==> config.mk <==
export PLATFORM = sky130hd
export DESIGN_NAME = execute_stage
export DESIGN_NICKNAME = d
export VERILOG_FILES = /design/src/rtl/execute_stage.sv
export SDC_FILE = /design/constraint.sdc
export NUM_CORES = 1
export LEC_CHECK = 0
export ABC_CLOCK_PERIOD_IN_PS = 2150
export BUFFER_PORTS_ARGS = -buffer_cell sky130_fd_sc_hd__clkbuf_2
export CAP_MARGIN = 10
export CORE_MARGIN = 5
export CORE_UTILIZATION = 55
export DETAILED_ROUTE_END_ITERATION = 16
export PLACE_DENSITY = 0.86
export SYNTH_ARGS = -nofsm -noshare
export SYNTH_HDL_FRONTEND = slang
export SYNTH_SLANG_ARGS = --single-unit
export TNS_END_PERCENT = 100
==> constraint.sdc <==
create_clock -name ex_clk -period 2.15 [get_ports ex_clk]
set_clock_uncertainty 0.2 [all_clocks]
set_input_delay 0.43 -clock ex_clk [delete_from_list [all_inputs] [get_ports ex_clk]]
set_output_delay 0.43 -clock ex_clk [all_outputs]
set_load 0.01 [all_outputs]
==> src/rtl/execute_stage.sv <==
// RV32I execute stage: ALU, branch/jump resolution, EX/MEM registers.
// Option: EXECUTE_RD0_GUARD_EN suppresses rd write-back when rd is x0.
module execute_stage #(
  parameter int AWIDTH       = 5,
  parameter int DWIDTH       = 32,
  parameter int PC_WIDTH     = 32,
  parameter int FUNCT_WIDTH  = 3,
  parameter int ALU_WIDTH    = 14,
  parameter int OPCODE_WIDTH = 11
) (
  input  logic                    ex_clk,
  input  logic                    ex_rst,
  input  logic [ALU_WIDTH-1:0]    ex_i_alu,
  output logic [ALU_WIDTH-1:0]    ex_o_alu,
  input  logic [OPCODE_WIDTH-1:0] ex_i_opcode,
  output logic [OPCODE_WIDTH-1:0] ex_o_opcode,
  input  logic [AWIDTH-1:0]       ex_i_addr_rs1,
  output logic [AWIDTH-1:0]       ex_o_addr_rs1,
  input  logic [AWIDTH-1:0]       ex_i_addr_rs2,
  output logic [AWIDTH-1:0]       ex_o_addr_rs2,
  input  logic [AWIDTH-1:0]       ex_i_addr_rd,
  output logic [AWIDTH-1:0]       ex_o_addr_rd,
  input  logic [DWIDTH-1:0]       ex_i_data_rs1,
  output logic [DWIDTH-1:0]       ex_o_data_rs1,
  input  logic [DWIDTH-1:0]       ex_i_data_rs2,
  output logic [DWIDTH-1:0]       ex_o_data_rs2,
  input  logic [FUNCT_WIDTH-1:0]  ex_i_funct3,
  output logic [FUNCT_WIDTH-1:0]  ex_o_funct3,
  input  logic [DWIDTH-1:0]       ex_i_imm,
  output logic [DWIDTH-1:0]       ex_o_imm,
  input  logic [PC_WIDTH-1:0]     ex_i_pc,
  output logic [PC_WIDTH-1:0]     ex_o_pc,
  input  logic                    ex_i_ce,
  output logic                    ex_o_ce,
  input  logic                    ex_i_stall,
  output logic                    ex_o_stall,
  input  logic                    ex_i_flush,
  output logic                    ex_o_flush,
  output logic [DWIDTH-1:0]       ex_o_alu_value,
  output logic [DWIDTH-1:0]       ex_o_data_rd,
  output logic [PC_WIDTH-1:0]     ex_next_pc,
  output logic                    ex_o_change_pc,
  output logic                    ex_o_we_reg,
  output logic                    ex_o_valid,
  output logic                    ex_stall_from_alu
);

  localparam int A_ADD  = 0;
  localparam int A_SUB  = 1;
  localparam int A_SLT  = 2;
  localparam int A_SLTU = 3;
  localparam int A_XOR  = 4;
  localparam int A_OR   = 5;
  localparam int A_AND  = 6;
  localparam int A_SLL  = 7;
  localparam int A_SRL  = 8;
  localparam int A_SRA  = 9;
  localparam int A_EQ   = 10;
  localparam int A_NEQ  = 11;
  localparam int A_GE   = 12;
  localparam int A_GEU  = 13;

  localparam int O_RTYPE  = 0;
  localparam int O_ITYPE  = 1;
  localparam int O_LOAD   = 2;
  localparam int O_BRANCH = 4;
  localparam int O_JAL    = 5;
  localparam int O_JALR   = 6;
  localparam int O_LUI    = 7;
  localparam int O_AUIPC  = 8;

  localparam logic [DWIDTH-1:0] ZPAD = '0;

  logic [DWIDTH-1:0]   op_a;
  logic [DWIDTH-1:0]   op_b;
  logic [DWIDTH-1:0]   alu_res;
  logic [DWIDTH-1:0]   rd_val;
  logic [DWIDTH-1:0]   jalr_sum;
  logic [PC_WIDTH-1:0] pc_plus4;
  logic [PC_WIDTH-1:0] pc_imm;
  logic [PC_WIDTH-1:0] npc;
  logic                taken;
  logic                chg;
  logic                we;
  logic                ce_q;

  assign ex_stall_from_alu = 1'b0;
  assign ex_o_stall = ex_i_stall | ex_stall_from_alu;
  assign ex_o_flush = ex_i_flush | ex_o_change_pc;
  assign ex_o_ce    = ce_q & ~ex_o_stall;

  assign op_a = (ex_i_opcode[O_AUIPC] | ex_i_opcode[O_JAL]) ?
                DWIDTH'(ex_i_pc) : ex_i_data_rs1;
  assign op_b = (ex_i_opcode[O_RTYPE] | ex_i_opcode[O_BRANCH]) ?
                ex_i_data_rs2 : ex_i_imm;

  always_comb begin
    alu_res = '0;
    unique case (1'b1)
      ex_i_alu[A_ADD]:  alu_res = op_a + op_b;
      ex_i_alu[A_SUB]:  alu_res = op_a - op_b;
      ex_i_alu[A_SLT]:  alu_res = {ZPAD[DWIDTH-1:1],
                                   $signed(op_a) < $signed(op_b)};
      ex_i_alu[A_SLTU]: alu_res = {ZPAD[DWIDTH-1:1], op_a < op_b};
      ex_i_alu[A_XOR]:  alu_res = op_a ^ op_b;
      ex_i_alu[A_OR]:   alu_res = op_a | op_b;
      ex_i_alu[A_AND]:  alu_res = op_a & op_b;
      ex_i_alu[A_SLL]:  alu_res = op_a << op_b[4:0];
      ex_i_alu[A_SRL]:  alu_res = op_a >> op_b[4:0];
      ex_i_alu[A_SRA]:  alu_res = $signed(op_a) >>> op_b[4:0];
      ex_i_alu[A_EQ]:   alu_res = {ZPAD[DWIDTH-1:1], op_a == op_b};
      ex_i_alu[A_NEQ]:  alu_res = {ZPAD[DWIDTH-1:1], op_a != op_b};
      ex_i_alu[A_GE]:   alu_res = {ZPAD[DWIDTH-1:1],
                                   $signed(op_a) >= $signed(op_b)};
      ex_i_alu[A_GEU]:  alu_res = {ZPAD[DWIDTH-1:1], op_a >= op_b};
      default:          alu_res = '0;
    endcase
  end

  assign pc_plus4 = ex_i_pc + PC_WIDTH'(4);
  assign pc_imm   = ex_i_pc + PC_WIDTH'(ex_i_imm);
  assign jalr_sum = ex_i_data_rs1 + ex_i_imm;
  assign taken    = ex_i_opcode[O_BRANCH] & alu_res[0];
  assign chg      = taken | ex_i_opcode[O_JAL] | ex_i_opcode[O_JALR];

  always_comb begin
    npc = pc_plus4;
    unique case (1'b1)
      ex_i_opcode[O_JALR]: npc = PC_WIDTH'(jalr_sum) & ~PC_WIDTH'(1);
      taken,
      ex_i_opcode[O_JAL]:  npc = pc_imm;
      default:             npc = pc_plus4;
    endcase
  end

  always_comb begin
    rd_val = alu_res;
    unique case (1'b1)
      ex_i_opcode[O_LUI]:   rd_val = ex_i_imm;
      ex_i_opcode[O_AUIPC]: rd_val = DWIDTH'(pc_imm);
      ex_i_opcode[O_JAL],
      ex_i_opcode[O_JALR]:  rd_val = DWIDTH'(pc_plus4);
      default:              rd_val = alu_res;
    endcase
  end

`ifdef EXECUTE_RD0_GUARD_EN
  assign we = (ex_i_addr_rd != '0) &
              (ex_i_opcode[O_RTYPE] | ex_i_opcode[O_ITYPE] |
               ex_i_opcode[O_LOAD]  | ex_i_opcode[O_JAL]   |
               ex_i_opcode[O_JALR]  | ex_i_opcode[O_LUI]   |
               ex_i_opcode[O_AUIPC]);
`else
  assign we = ex_i_opcode[O_RTYPE] | ex_i_opcode[O_ITYPE] |
              ex_i_opcode[O_LOAD]  | ex_i_opcode[O_JAL]   |
              ex_i_opcode[O_JALR]  | ex_i_opcode[O_LUI]   |
              ex_i_opcode[O_AUIPC];
`endif

  always_ff @(posedge ex_clk or negedge ex_rst) begin
    if (!ex_rst) begin
      ex_o_alu       <= '0;
      ex_o_opcode    <= '0;
      ex_o_addr_rs1  <= '0;
      ex_o_addr_rs2  <= '0;
      ex_o_addr_rd   <= '0;
      ex_o_data_rs1  <= '0;
      ex_o_data_rs2  <= '0;
      ex_o_funct3    <= '0;
      ex_o_imm       <= '0;
      ex_o_pc        <= '0;
      ex_o_alu_value <= '0;
      ex_o_data_rd   <= '0;
      ex_next_pc     <= '0;
      ex_o_change_pc <= 1'b0;
      ex_o_we_reg    <= 1'b0;
      ex_o_valid     <= 1'b0;
      ce_q           <= 1'b0;
    end else if (!ex_o_stall) begin
      // Bubble on flush or idle: data regs hold, control bits drop
      if (ex_i_flush || !ex_i_ce) begin
        ex_o_change_pc <= 1'b0;
        ex_o_we_reg    <= 1'b0;
        ex_o_valid     <= 1'b0;
        ce_q           <= 1'b0;
      end else begin
        ex_o_alu       <= ex_i_alu;
        ex_o_opcode    <= ex_i_opcode;
        ex_o_addr_rs1  <= ex_i_addr_rs1;
        ex_o_addr_rs2  <= ex_i_addr_rs2;
        ex_o_addr_rd   <= ex_i_addr_rd;
        ex_o_data_rs1  <= ex_i_data_rs1;
        ex_o_data_rs2  <= ex_i_data_rs2;
        ex_o_funct3    <= ex_i_funct3;
        ex_o_imm       <= ex_i_imm;
        ex_o_pc        <= ex_i_pc;
        ex_o_alu_value <= alu_res;
        ex_o_data_rd   <= rd_val;
        ex_next_pc     <= npc;
        ex_o_change_pc <= chg;
        ex_o_we_reg    <= we;
        ex_o_valid     <= 1'b1;
        ce_q           <= 1'b1;
      end
    end
  end

endmodule

==> results of run 1 <==
-- synthesized netlist by cell type (16+ instances only) --
cell type	count	area share, %
nand2_1	724	11
dfrtp_1	270	28
a21oi_1	210	4.3
nor2_1	177	2.7
o21ai_0	160	3.3
ha_1	159	8.2
clkbuf_1	144	2.2
mux2i_1	125	5.2
inv_1	120	1.9
mux2_2	80	3.7
xnor2_1	64	2.3
a21o_1	58	1.8
a211oi_1	52	1.6
nand3_1	46	0.95
nor3_1	43	0.89
a221oi_1	34	1.2
a221o_1	30	1.2
xor2_1	28	1.0
o22ai_1	26	0.67
o211ai_1	25	0.78
buf_2	23	0.48
a31oi_1	21	0.54
nand2b_1	20	0.52
o21ai_1	20	0.41
nor2b_1	19	0.49
a22oi_1	18	0.56
and3_1	17	0.44
nand4_1	17	0.44
a222oi_1	16	0.66
o21a_1	16	0.50
o21bai_1	16	0.50
or3_1	16	0.41
-- what timing repair did --
action,4_1_cts
resized for setup,340
hold endpoints to repair,334
buffers inserted,66
pin swaps,135
endpoints found under the setup margin,97
hold buffers,64
gates cloned,8
-- cells by family after synthesis --
| group | Yosys count | share of synthesized area [%] |
|---|---|---|
| AOI/OAI and AO/OA | 859 | 24.3 |
| buffers and inverters | 326 | 5.57 |
| muxes | 223 | 10.2 |
| DFF | 270 | 27.9 |
| xor gates and xnor gates | 92 | 3.33 |
| adders and majority gates | 163 | 8.56 |
| other | 1 | 0.0155 |
| and+or+nand+nor | 1143 | 20.1 |
-- per-layer routing --
| layer | track usage (%) | overflow |
|---|---|---|
| met1 | 68.3 | 0 |
| met2 | 88.3 | 6 |
| met3 | 48.0 | 0 |
| met4 | 68.7 | 7 |
| met5 | 13.6 | 0 |
-- per-stage QoR --
stage	worst slack (ps)	util, %	TNS, ps	cell area (um^2)	std cells
floorplan	-2290	-	-184000	25000	3077
global placement	-2620	77.9	-220580	33700	4777
detailed placement	-2760	77.9	-229460	33700	4777
CTS	-1840	86.7	-147780	37500	4954
==> results_dict.tcl, run 1 <==
set metrics [dict create \
    clock_sinks 270 \
    synth_nets 3416 \
    io-pin-count 450 \
    htreeDepth 1 \
    cts_root_buf "clkbuf_16" \
    async_flop_share_pct 100 \
    error_line "[ERROR GRT-0232] Routing congestion too high. Check the congestion heatmap in the GUI." \
    die_h_um 220 \
    track_usage_pct 68.1 \
    stop_stage "global routing" \
    synthFlopType "dfrtp_1" \
    grt_max_degree 110 \
    worst_endpoint_kind "register data pin" \
    gp_congestion 1.10 \
    status "did not finish" \
    yosysWarnings 0 \
    synth_edf_count 0 \
    worst_endpoint "ex_next_pc[5]$_DFFE_PN0P_/D" \
    yosysSeqAreaShare_pct 27.9 \
    dp_hpwl_um 98400 \
    die_w_um 220 \
    fp-row-count 76 \
    grt-ovfl-total 13 \
    synth_area_mm2 0.0242 \
    cts_buffer_depth 3 \
    synth_cell_types 100 \
    syn_inst 3077 \
    cts_buffers 29 \
    synthesis.area_per_instance_um2 7.86 \
    ys_seq_elements 270 \
    portBuffers 448 \
    start_util_pct 55.9 \
]
==> inputs of run 2 (changes only) <==
--- a/config.mk
+++ b/config.mk
@@ -9,9 +9,9 @@
 export BUFFER_PORTS_ARGS = -buffer_cell sky130_fd_sc_hd__clkbuf_2
 export CAP_MARGIN = 10
 export CORE_MARGIN = 5
-export CORE_UTILIZATION = 55
+export CORE_UTILIZATION = 40
 export DETAILED_ROUTE_END_ITERATION = 16
-export PLACE_DENSITY = 0.86
+export PLACE_DENSITY_LB_ADDON = 0.15
 export SYNTH_ARGS = -nofsm -noshare
 export SYNTH_HDL_FRONTEND = slang
 export SYNTH_SLANG_ARGS = --single-unit
==> results_dict.tcl, run 2 <==
set metrics [dict create \
    async_flop_share_pct 100 \
    cpMaxStageDelayCell "or4_4" \
    synth_most_common_cell "nand2_1" \
    grt_max_degree 78 \
    ys_seq_elements 270 \
    grt-ovfl-total 0 \
    crit_path_start_kind "primary input" \
    timing.final.hold_violations 0 \
    wl_per_cell_um 26.3 \
    die_area_mm2 0.0655 \
    num-fill-cells 5307 \
    synth_cell_types 100 \
    fp-row-count 90 \
    drcViolationCount 0 \
    syn_inst 3077 \
    layout_common_cells "buf_4 (903), nand2_1 (711), clkbuf_2 (444)" \
    final_common_cell "buf_4" \
    antenna_found_initial 4 \
    cp.arrival_ps 4510 \
    yosysSeqAreaShare_pct 27.9 \
    yosys.area.top_type "dfrtp_1" \
    status "finished, violations left" \
    whs_ps 19.8 \
    rsz0062_at_grt "true" \
    syn_to_final_growth_pct 59.9 \
    die_h_um 256 \
    die_w_um 256 \
    worst_slew_pin_slew_ps 935 \
    clk_pin_slew_ps 60 \
    num_vias 30900 \
    synth_top_area_share_pct 27.9 \
    synthFlopType "dfrtp_1" \
    worstPathCellList "buf_8 -> nor2_4 -> buf_12 -> buf_12 -> buf_12 -> mux2i_4 -> inv_2 -> ha_4 -> or4_4 -> nor3_4 -> buf_4 -> o31a_1 -> o31ai_4 -> buf_4 -> nor4_4 -> o211ai_1 -> buf_4 -> a21o_1 -> a311oi_1 -> a21oi_1 -> a31oi_1" \
    cts_root_buf "clkbuf_16" \
    drv_slew 0 \
    wirelength_um 137000 \
    synthesis.area_per_instance_um2 7.86 \
    synth_area_mm2 0.0242 \
    path_buf_inv 8 \
    dp_hpwl_um 109000 \
    hold_class "in -> reg" \
    coreArea_mm2 0.0601 \
    power_per_cell_area_mw_per_mm2 648 \
    io-pin-count 450 \
    violations "setup timing" \
    track_usage_pct 39.5 \
    grt_pass1_wl_um 199000 \
    layout_setup_ws_ps -2060 \
    clkLatencyLatePin_ps 580 \
    cp.required_ps 2450 \
    critPathKind "in -> reg" \
    drive_above_1_share_pct 43.3 \
    grt_pass1_vias 30800 \
    fin_crit_ps 4210 \
    cts_buffer_depth 3 \
    ir_worst_vdd_mv 0.692 \
    htreeDepth 1 \
    synth_common_cells "nand2_1 (724), dfrtp_1 (270), a21oi_1 (210)" \
    cts_tree "done" \
    setup_viol 97 \
    synth_nets 3416 \
    clock_sinks 270 \
    ant_nets 0 \
    max_slew_margin_pct 37.1 \
    post-route-period-util_pct 196 \
    critPathCaptureType "flop" \
    path_max_fanout 5 \
    final_nets 4758 \
    path_delay_family "compound AO/OA/AOI/OAI gates" \
    setup_tns_ps -167230 \
    drv_cap 0 \
    cts_buffers 31 \
    yosysWarnings 0 \
    portBuffers 448 \
    fmax_mhz 238 \
    leakage_uw 0.0193 \
    via_per_inst 5.92 \
    drt_iter0_drc 3172 \
    slowest_delay_ps 580 \
    synth.area.top_cells "dfrtp_1 (28%), nand2_1 (11%), ha_1 (8.2%)" \
    synth_edf_count 0 \
    start_util_pct 40.2 \
    gp_congestion 1.05 \
    finish.utilization_pct 64.3 \
    dr.pass1.iters 9 \
]
[run 2: cell counts after synthesis]
No cell type changed its count.
[run 2: final cells by class]
type	instances	area (um^2)	area share (%)
well taps	782	978	2.53
clock buffers	42	887	2.29
diodes	3	7.51	0.0194
flip-flops and latches	270	6760	17.5
inverters	126	493	1.27
multi-input cells	2481	18100	46.9
clock inverters	13	148	0.382
repair buffers	1509	11300	29.1
[run 2: timing repair]
item,CTS,global route
setup endpoints to repair,97,97
setup buffers,54,29
hold buffers,62,0
pin swaps,111,125
cloned,5,5
hold endpoints to repair,247,0
gates resized for setup,300,124
[run 2: stage by stage]
stage / cells / total power (uW) / area (um^2) / worst slack (ps)
after floorplan: 3077 / 12000 / 25000 / -2290
after global placement: 5036 / 17900 / 34400 / -2580
after detailed placement: 5036 / 18100 / 34400 / -2740
after CTS: 5204 / 24400 / 37900 / -1930
after global routing: 5224 / 26100 / 38700 / -2140
final: 5226 / 25100 / 38700 / -2060
[run 2: report_power, final]
part / internal [uW] / leakage, uW / switching [uW]
Clock: 3220 / 0.000507 / 2250
Combinational: 5830 / 0.0155 / 6990
Sequential: 5990 / 0.00326 / 796
Total: 15000 / 0.0193 / 10000
[run 2: worst paths after layout]
kind                                   start                 to  slack (ps)  depth (start not counted)
max reg2reg                 ex_o_data_rd[26]   ex_o_data_rd[26]        1040                          2
max in group asynchronous             ex_rst       ex_o_imm[26]         950                          4
min                        ex_i_data_rs2[17]  ex_o_data_rs2[17]          20                          3
min reg2reg                      ex_o_imm[4]        ex_o_imm[4]         280                          2
min in group asynchronous             ex_rst  ex_o_data_rs2[18]         110                          2
max                           ex_i_opcode[8]   ex_o_data_rd[27]       -2060                         21
[run 2: cells by family (layout without fill, tap and decap cells)]
family / after synthesis / after routing / share of synthesized area [%]
mux: 223 / 223 / 10.2
compound gates: 859 / 859 / 24.3
buf+inv: 326 / 1690 / 5.57
other cells: 1 / 4 / 0.0155
simple gates: 1143 / 1143 / 20.1
flops: 270 / 270 / 27.9
xor+xnor: 92 / 92 / 3.33
fa+ha+maj: 163 / 163 / 8.56
[run 2: worst reg2reg max path: stages, from the launching register on]
cell and delay, ps:
dfrtp_1 530, nor2_1 110, a211oi_2 200
[run 2: metal layers]
layer	vias up	share of wire [%]	wire length [um]	GRT usage, %
li1	13700	-	-	-
met1	15000	39	53000	49.0
met2	1780	44	61000	63.4
met3	452	8.5	11700	7.18
met4	0	8.5	11700	25.8
met5	-	0	0	0
Note: power is estimated with default switching activity, not from simulation.
==> inputs of run 3 (changes only) <==
--- a/config.mk
+++ b/config.mk
@@ -5,7 +5,8 @@
 export SDC_FILE = /design/constraint.sdc
 export NUM_CORES = 1
 export LEC_CHECK = 0
-export ABC_CLOCK_PERIOD_IN_PS = 2150
+export ABC_AREA = 1
+export ABC_CLOCK_PERIOD_IN_PS = 5400
 export BUFFER_PORTS_ARGS = -buffer_cell sky130_fd_sc_hd__clkbuf_2
 export CAP_MARGIN = 10
 export CORE_MARGIN = 5
==> constraint.sdc (replaced) <==
create_clock -name ex_clk -period 5.4 [get_ports ex_clk]
set_clock_uncertainty 0.2 [all_clocks]
set_input_delay 1.08 -clock ex_clk [delete_from_list [all_inputs] [get_ports ex_clk]]
set_output_delay 1.08 -clock ex_clk [all_outputs]
set_load 0.01 [all_outputs]
==> results_dict.tcl, run 3 <==
set metrics [dict create \
    status "finished clean" \
    max_slew_margin_pct 32.5 \
    setup_viol 0 \
    antenna_found_initial 5 \
    final_nets 4965 \
    synth.area.top_cells "dfrtp_1 (26%), nand2_1 (19%), ha_1 (7.8%)" \
    synth_top_area_share_pct 26.3 \
    cpMaxStageDelayCell "o21ai_0" \
    clock_sinks 270 \
    final_common_cell "nand2_1" \
    rsz0062_at_grt "false" \
    cts_buffers 35 \
    drcViolationCount 0 \
    clkLatencyLatePin_ps 580 \
    path_max_fanout 26 \
    synth_most_common_cell "nand2_1" \
    drv_cap 0 \
    timing.final.hold_violations 0 \
    drt_iter0_drc 4267 \
    slowest_delay_ps 750 \
    die_w_um 263 \
    layout_common_cells "nand2_1 (1305), clkbuf_2 (447), inv_1 (423)" \
    drive_above_1_share_pct 16.9 \
    synthesis.area_per_instance_um2 6.23 \
    async_flop_share_pct 100 \
    seqCellArea_mm2 0.00676 \
    cp.arrival_ps 5080 \
    wirelength_um 153000 \
    critPathCaptureType "flop" \
    post-route-period-util_pct 89.0 \
    whs_ps 274 \
    cp.required_ps 5670 \
    htreeDepth 2 \
    place_ws_ps 126 \
    drv_slew 0 \
    dp_hpwl_um 126000 \
    fmax_mhz 208 \
    layout_setup_ws_ps 593 \
    fin_crit_ps 4810 \
    rr_worst_depth 3 \
    cts.hold.buffers_added 0 \
    yosysWarnings 0 \
    leakage_uw 0.0164 \
    cts_tree "done" \
    dr.pass1.iters 6 \
    yosys.area.top_type "dfrtp_1" \
    hold_class "reg -> reg" \
    grt-ovfl-total 0 \
    synth_common_cells "nand2_1 (1305), inv_1 (424), o21ai_0 (367)" \
    synth_cell_types 58 \
    worst_slew_pin_slew_ps 1000 \
    coreArea_mm2 0.0633 \
    die_area_mm2 0.0693 \
    gp_congestion 1.11 \
    cts_root_buf "clkbuf_16" \
    setup_tns_ps 0 \
    yosysSeqAreaShare_pct 26.3 \
    die_h_um 263 \
    portBuffers 448 \
    multi_input_area_mm2 0.0164 \
    synth_edf_count 0 \
    track_usage_pct 42.0 \
    via_per_inst 5.78 \
    grt_pass1_vias 30300 \
    wl_per_cell_um 27.8 \
    syn_inst 4116 \
    clk_pin_slew_ps 60 \
    grt_pass1_wl_um 215000 \
    syn_to_final_growth_pct 20.9 \
    cts_resized 0 \
    critPathKind "in -> reg" \
    synth_area_mm2 0.0257 \
    grt_max_degree 116 \
    hold_path_depth 2 \
    io-pin-count 450 \
    synthFlopType "dfrtp_1" \
    power_per_cell_area_mw_per_mm2 298 \
    crit_top_cell "nand2_1" \
    cts_setup_buffers 0 \
    cts_buffer_depth 3 \
    crit_path_start_kind "primary input" \
    ir_worst_vdd_mv 0.337 \
    ys_seq_elements 270 \
    fp-row-count 92 \
    synth_nets 4455 \
    num-fill-cells 6919 \
    num_vias 31800 \
    ant_nets 0 \
    start_util_pct 40.5 \
]
==> run 3: metal layers <==
metal	track usage [%]	vias up	share of wire (%)
met5	0	-	0.018
met4	29.1	4	9.0
met3	9.24	458	9.8
met2	63.3	1884	42
met1	53.5	14900	39
li1	-	14600	-
==> run 3: power by group <==
group / internal, uW / switching (uW)
sequential: 2380 / 246
clock: 1400 / 1070
combinational: 1320 / 2830
==> run 3: path summary, 6_finish.rpt <==
path / slack, ps / end / from
max in group asynchronous: 3530 / ex_o_data_rs1[18] / ex_rst
max reg2reg: 4250 / ex_next_pc[12] / ex_next_pc[12]
min: 270 / ex_o_data_rd[19] / ex_o_data_rd[19]
max: 590 / ex_next_pc[10] / ex_i_opcode[4]
min in group asynchronous: 380 / ex_o_we_reg / ex_rst
min reg2reg: 270 / ex_o_data_rd[19] / ex_o_data_rd[19]
==> run 3: cells by family (layout without fill, tap and decap cells) <==
kind of cell | Yosys count | count (layout) | share of synthesized area (%)
compound gates | 914 | 914 | 19.8
xor+xnor | 55 | 55 | 1.88
fa+ha+maj | 163 | 163 | 8.07
buf+inv | 625 | 1161 | 9.79
flops | 270 | 270 | 26.3
mux | 4 | 4 | 0.156
other cells | 1 | 4 | 0.0146
simple gates | 2084 | 2084 | 34.0
==> run 3: metrics by stage <==
step | cells | utilization [%] | instance area [um^2] | power [uW]
3_5_place_dp | 5435 | 47.1 | 29800 | 6670
3_3_place_gp | 5435 | 47.1 | 29800 | 6680
2_1_floorplan | 4116 | - | 25700 | 4720
5_1_grt | 5498 | 49.0 | 31000 | 9630
4_1_cts | 5498 | 49.0 | 31000 | 9150
6_report | 5501 | 49.0 | 31000 | 9240
==> run 3: layout make-up <==
class,count,area share (%)
Multi-Input combinational cell,3221,53.0
Inverter,439,5.33
Clock buffer,46,3.15
Antenna cell,3,0.0242
Clock inverter,17,0.722
Tap cell,846,3.41
Timing Repair Buffer,659,12.6
Sequential cell,270,21.8
==> run 3: critical path: cells and delay by family <==
family | cells | cell delay (ps)
AND/OR/NAND/NOR | 20 | 2120
buffers and inverters | 3 | 580
AO/OA/AOI/OAI | 1 | 750
adder cells (fa/ha/maj) | 1 | 470
